[src/rtl/div_seq_ctrl.sv]
// Sequencer around a combinational divider: registers operands, holds magnitudes for
// DIV_LATENCY cycles, applies RISC-V sign/special-case rules. Option: DIV_SEQ_CTRL_FAST_PATH_EN.
module div_seq_ctrl #(
  parameter int DIV_LATENCY = 4
) (
  input  logic        clk,
  input  logic        rst,
  input  logic        start,
  input  logic [2:0]  funct3,
  input  logic [31:0] rs1,
  input  logic [31:0] rs2,
  output logic        busy,
  output logic        done,
  output logic [31:0] result,
  output logic [31:0] dv_in1,
  output logic [31:0] dv_in2,
  output logic        dv_en,
  input  logic [31:0] dv_low,
  input  logic [31:0] dv_high
);

  typedef enum logic [1:0] {IDLE, WAIT, DONE} state_t;

  state_t      state_reg, state_next;
  logic [3:0]  cnt_reg, cnt_next;
  logic [31:0] dv_in1_reg, dv_in1_next;
  logic [31:0] dv_in2_reg, dv_in2_next;
  logic [31:0] result_reg, result_next;
  logic [31:0] spec_res_reg, spec_res_next;
  logic        special_reg, special_next;
  logic        is_rem_reg, is_rem_next;
  logic        q_neg_reg, q_neg_next;
  logic        r_neg_reg, r_neg_next;

  // Request decode; anything outside the valid DIV/REM codes falls back to DIVU.
  logic        in_signed, in_rem, in_neg_a, in_neg_b, in_div0, in_ovf;
  logic [31:0] in_spec_res;
  assign in_signed   = (funct3 == 3'b100) || (funct3 == 3'b110);
  assign in_rem      = funct3[2] & funct3[1];
  assign in_neg_a    = in_signed & rs1[31];
  assign in_neg_b    = in_signed & rs2[31];
  assign in_div0     = (rs2 == 32'd0);
  assign in_ovf      = in_signed && (rs1 == 32'h8000_0000) && (rs2 == 32'hFFFF_FFFF);
  assign in_spec_res = in_div0 ? (in_rem ? rs1 : 32'hFFFF_FFFF)
                               : (in_rem ? 32'd0 : 32'h8000_0000);

  logic [31:0] q_val, r_val;
  assign q_val = q_neg_reg ? -dv_low  : dv_low;
  assign r_val = r_neg_reg ? -dv_high : dv_high;

  always_ff @(posedge clk) begin
    if (rst) begin
      state_reg    <= IDLE;
      cnt_reg      <= 4'd0;
      dv_in1_reg   <= 32'd0;
      dv_in2_reg   <= 32'd0;
      result_reg   <= 32'd0;
      spec_res_reg <= 32'd0;
      special_reg  <= 1'b0;
      is_rem_reg   <= 1'b0;
      q_neg_reg    <= 1'b0;
      r_neg_reg    <= 1'b0;
    end else begin
      state_reg    <= state_next;
      cnt_reg      <= cnt_next;
      dv_in1_reg   <= dv_in1_next;
      dv_in2_reg   <= dv_in2_next;
      result_reg   <= result_next;
      spec_res_reg <= spec_res_next;
      special_reg  <= special_next;
      is_rem_reg   <= is_rem_next;
      q_neg_reg    <= q_neg_next;
      r_neg_reg    <= r_neg_next;
    end
  end

  always_comb begin
    logic accept;
    accept        = 1'b0;
    state_next    = state_reg;
    cnt_next      = cnt_reg;
    dv_in1_next   = dv_in1_reg;
    dv_in2_next   = dv_in2_reg;
    result_next   = result_reg;
    spec_res_next = spec_res_reg;
    special_next  = special_reg;
    is_rem_next   = is_rem_reg;
    q_neg_next    = q_neg_reg;
    r_neg_next    = r_neg_reg;

    case (state_reg)
      IDLE: accept = start;
      WAIT: begin
        if (cnt_reg == 4'd0) begin
          state_next  = DONE;
          // Special cases ignore whatever the divider produced.
          result_next = special_reg ? spec_res_reg : (is_rem_reg ? r_val : q_val);
        end else begin
          cnt_next = cnt_reg - 4'd1;
        end
      end
      DONE: begin
        accept = start;
        if (!start) state_next = IDLE;
      end
      default: state_next = IDLE;
    endcase

    if (accept) begin
      dv_in1_next   = in_neg_a ? -rs1 : rs1;
      dv_in2_next   = in_neg_b ? -rs2 : rs2;
      is_rem_next   = in_rem;
      q_neg_next    = in_neg_a ^ in_neg_b;
      r_neg_next    = in_neg_a;
      special_next  = in_div0 | in_ovf;
      spec_res_next = in_spec_res;
      cnt_next      = 4'(DIV_LATENCY - 1);
`ifdef DIV_SEQ_CTRL_FAST_PATH_EN
      if (in_div0 | in_ovf) begin
        state_next  = DONE;
        result_next = in_spec_res;
      end else begin
        state_next  = WAIT;
      end
`else
      state_next    = WAIT;
`endif
    end
  end

  assign busy   = (state_reg == WAIT);
  assign dv_en  = (state_reg == WAIT);
  assign done   = (state_reg == DONE);
  assign result = result_reg;
  assign dv_in1 = dv_in1_reg;
  assign dv_in2 = dv_in2_reg;

endmodule

[config.mk]
export PLATFORM = sky130hd
export DESIGN_NAME = div_seq_ctrl
export DESIGN_NICKNAME = d
export VERILOG_FILES = /design/src/rtl/div_seq_ctrl.sv
export SDC_FILE = /design/constraint.sdc
export NUM_CORES = 1
export LEC_CHECK = 0
export CORE_MARGIN = 1
export CORE_UTILIZATION = 33
export DETAILED_ROUTE_END_ITERATION = 16
export PLACE_DENSITY = 0.55
export SYNTH_ARGS = -nofsm -noshare
export SYNTH_HDL_FRONTEND = slang
export SYNTH_SLANG_ARGS = --single-unit
[constraint.sdc]
create_clock -name clk -period 2.9 [get_ports clk]
set_input_delay 0.58 -clock clk [delete_from_list [all_inputs] [get_ports clk]]
set_output_delay 0.58 -clock clk [all_outputs]
set_load 0.05 [all_outputs]
==> results.txt <==
status: finished, final reports clean
CP max stage cell: or4_1
Synth Warn #: 0
post-DR wirelength/cell: 19.36 um
Core Box Area: 0.02432 mm^2
num ports: 233
row count: 57
CP required: 3280 ps
Gate Count Post-Synth: 1053
DRC Markers: 0
dpl hpwl: 26240 um
multi-input combinational cell area: 0.005085 mm^2
WS Path Type: in2reg
antenna violations before repair: 0
worst-case vdd ir drop: 0.0002851 V
Synth Flop Type: dfxtp_1
clock transition at the registers of the reported paths: 70 ps
FF/Latch Area: 0.002763 mm^2
die height: 159.3 um
total power: 5.998 mW
CP Cell Sequence: clkdlybuf4s50_1 -> or4_1 -> or4_1 -> o41ai_1 -> xor2_1 -> a221oi_1 -> a21o_1
hold buffers post-CTS: 0
Mapped Area: 0.008168 mm^2
fin crit share: 93.49%
Final Non-Filler Cells: 1728
GRT busiest layer: met2
Fin Hold WS: 455.0 ps
Max Fclk: 0.3688 GHz
RSZ-0062 raised after global routing: no
clock sink count: 138
Yosys cell types: 63
most common cell after layout, fill and taps aside: clkdlybuf4s50_1
Vias: 9281
R2R Path Start: cnt_reg[0]$_SDFFE_PP0P_
initial drt markers: 497
syn nets: 1193
Bufs and invs on worst path: 1
GR Util met2: 42.28%
H-Tree Depth: 4
Resized cells post-CTS: 0
share of layout cells above drive strength 1: 14.83%
setup bufs post-CTS: 0
power density over cell area: 482.0 mW/mm^2
RD Place Congestion: 0.9326
CP arrival: 3090 ps
root buffer cell: clkbuf_16
register area share after synthesis: 33.82%
placed insts: 1696
GRT Util Overall: 26.29%
Crit Path Max Fanout: 3
largest net degree at the start of global routing: 50
buffers added on ports: 232
worst setup path startpoint: dv_low[26]
CP Launch Type: primary input
Clk Latency, worst-skew pair: 430 ps
number of synthesized flops with an enable pin: 0
Yosys reg bits: 138
Layout Nets: 1531
Clock Skew: 15.17 ps
die area: 0.02538 mm^2
met3 global-route usage: 7.085%
Syn-to-layout area delta: 52.34%
first-pass GRT wire length: 52100 um
die width: 159.3 um
Static Leakage: 4.427 nW
Async SR Flop Fraction: 0%
final hold viol count: 0
Starting Density: 33.59%
vias in the first global route: 9032
vias per cell: 5.371
Hold Crit Start: result[26]$_SDFFE_PP0P_
drt first pass iters: 5
clock tree buffer depth: 2
Rel. slew slack: 32.53%
Max Cap Viol: 0
most frequent cells in the layout: 231 x clkdlybuf4s50_1, 159 x buf_4, 138 x dfxtp_1, 135 x nor2_1, 111 x nand2_1
grt met1 use: 33.88%
Detail Route Antenna Nets: 0
Total Wirelength: 33450 um
final setup vio count: 0
FILL cells: 2435
cell mode on critical path: or4_1
TritonCTS clock tree: done
Worst setup EP type: flop
grt ovf: 0
max incr delay on CP: 600 ps
Avg Inst Size Synth: 7.757 um^2
worst slew pin tran: 1010 ps
Tmin final: 2711 ps
Hold WC Path Type: reg2reg
crit-path leading delay family: simple AND/OR/NAND/NOR gates
Slew Viols, Final: 0
Num CTS Buffers: 17
==> through the flow <==
stage / util, % / setup slack (ps) / setup TNS (ps) / instance area, um^2
2_1_floorplan: - / 263.6 / 0 / 8168
3_3_place_gp: 48.69 / -231.2 / -7169 / 11840
3_5_place_dp: 48.69 / -238.9 / -7098 / 11840
4_1_cts: 51.15 / 160.8 / 0 / 12440
5_1_grt: 51.15 / 84.11 / 0 / 12440
6_report: 51.17 / 188.8 / 0 / 12440
==> cells in the mapped netlist (all sizes together) (4+ instances only) <==
master	instances	area share (%)
o21ai	76	4.7
nor2b	9	0.69
o311ai	5	0.54
nand2b	11	0.84
mux2i	11	1.3
dfxtp	138	34
o211ai	13	1.2
o221ai	7	0.75
buf	9	0.47
nor2	136	6.3
or3	20	1.5
inv	13	0.60
a22o	4	0.43
nor3	24	1.5
a31oi	7	0.54
o31ai	25	2.3
nand4	15	1.1
nor4	30	2.4
xnor2	36	3.9
or4	21	2.0
a221oi	8	0.86
o32ai	4	0.43
and2	5	0.38
nand3	13	0.80
a21oi	44	2.7
o41ai	16	1.7
xor2	57	6.1
clkbuf	64	2.9
a311oi	8	0.86
a211oi	55	5.1
or2	6	0.46
nand2	111	5.1
a21o	5	0.46
ha	6	0.92
==> cell type report <==
cell class | instances | share of cell area (%)
multi-input cells | 827 | 40.86
repair buffers | 392 | 28.38
flip-flops and latches | 138 | 22.20
clock buffers | 18 | 3.449
well taps | 324 | 3.258
clock inverters | 13 | 1.378
inverters | 15 | 0.4525
diodes | 1 | 0.02011
==> worst paths after layout <==
kind | end | slack [ps] | cells past startpoint
worst max-delay path | result[30]$_SDFFE_PP0P_ | 190 | 7
worst min-delay path | result[26]$_SDFFE_PP0P_ | 460 | 1
worst max register to register | result[11]$_SDFFE_PP0P_ | 530 | 9
worst min register to register | result[26]$_SDFFE_PP0P_ | 460 | 1
==> routing by layer <==
metal,part of all wire (%),up-vias
li1,-,4574
met1,44,4330
met2,45,339
met3,7.9,38
met4,2.5,0
met5,0,-
==> power by group <==
group | leakage (nW) | total, mW | switching, mW | internal [mW]
Combinational | 3.02 | 1.64 | 0.982 | 0.655
Clock | 0.275 | 2.26 | 0.903 | 1.36
Sequential | 1.13 | 2.10 | 0.0827 | 2.02
==> kinds of logic (layout without fill, tap and decap cells) <==
| kind of cell | count (synthesis) | after routing | share of synthesized area, % |
|---|---|---|---|
| simple gates | 417 | 417 | 24.69 |
| compound gates | 298 | 298 | 24.86 |
| flops | 138 | 138 | 33.82 |
| xor+xnor | 93 | 93 | 9.972 |
| buf+inv | 88 | 438 | 4.105 |
| mux | 13 | 13 | 1.624 |
| fa+ha+maj | 6 | 6 | 0.9191 |
| other cells | 0 | 1 | 0 |
==> worst register-to-register path: stages (launching register included) <==
cell and delay, ps:
dfxtp_1 370, inv_1 60, ha_1 200, nor3b_1 160
and2_1 170, nand2b_1 260, clkinv_1 510, o311ai_0 240
a21oi_1 70, a22o_1 230
(Power assumes the default switching activity.)
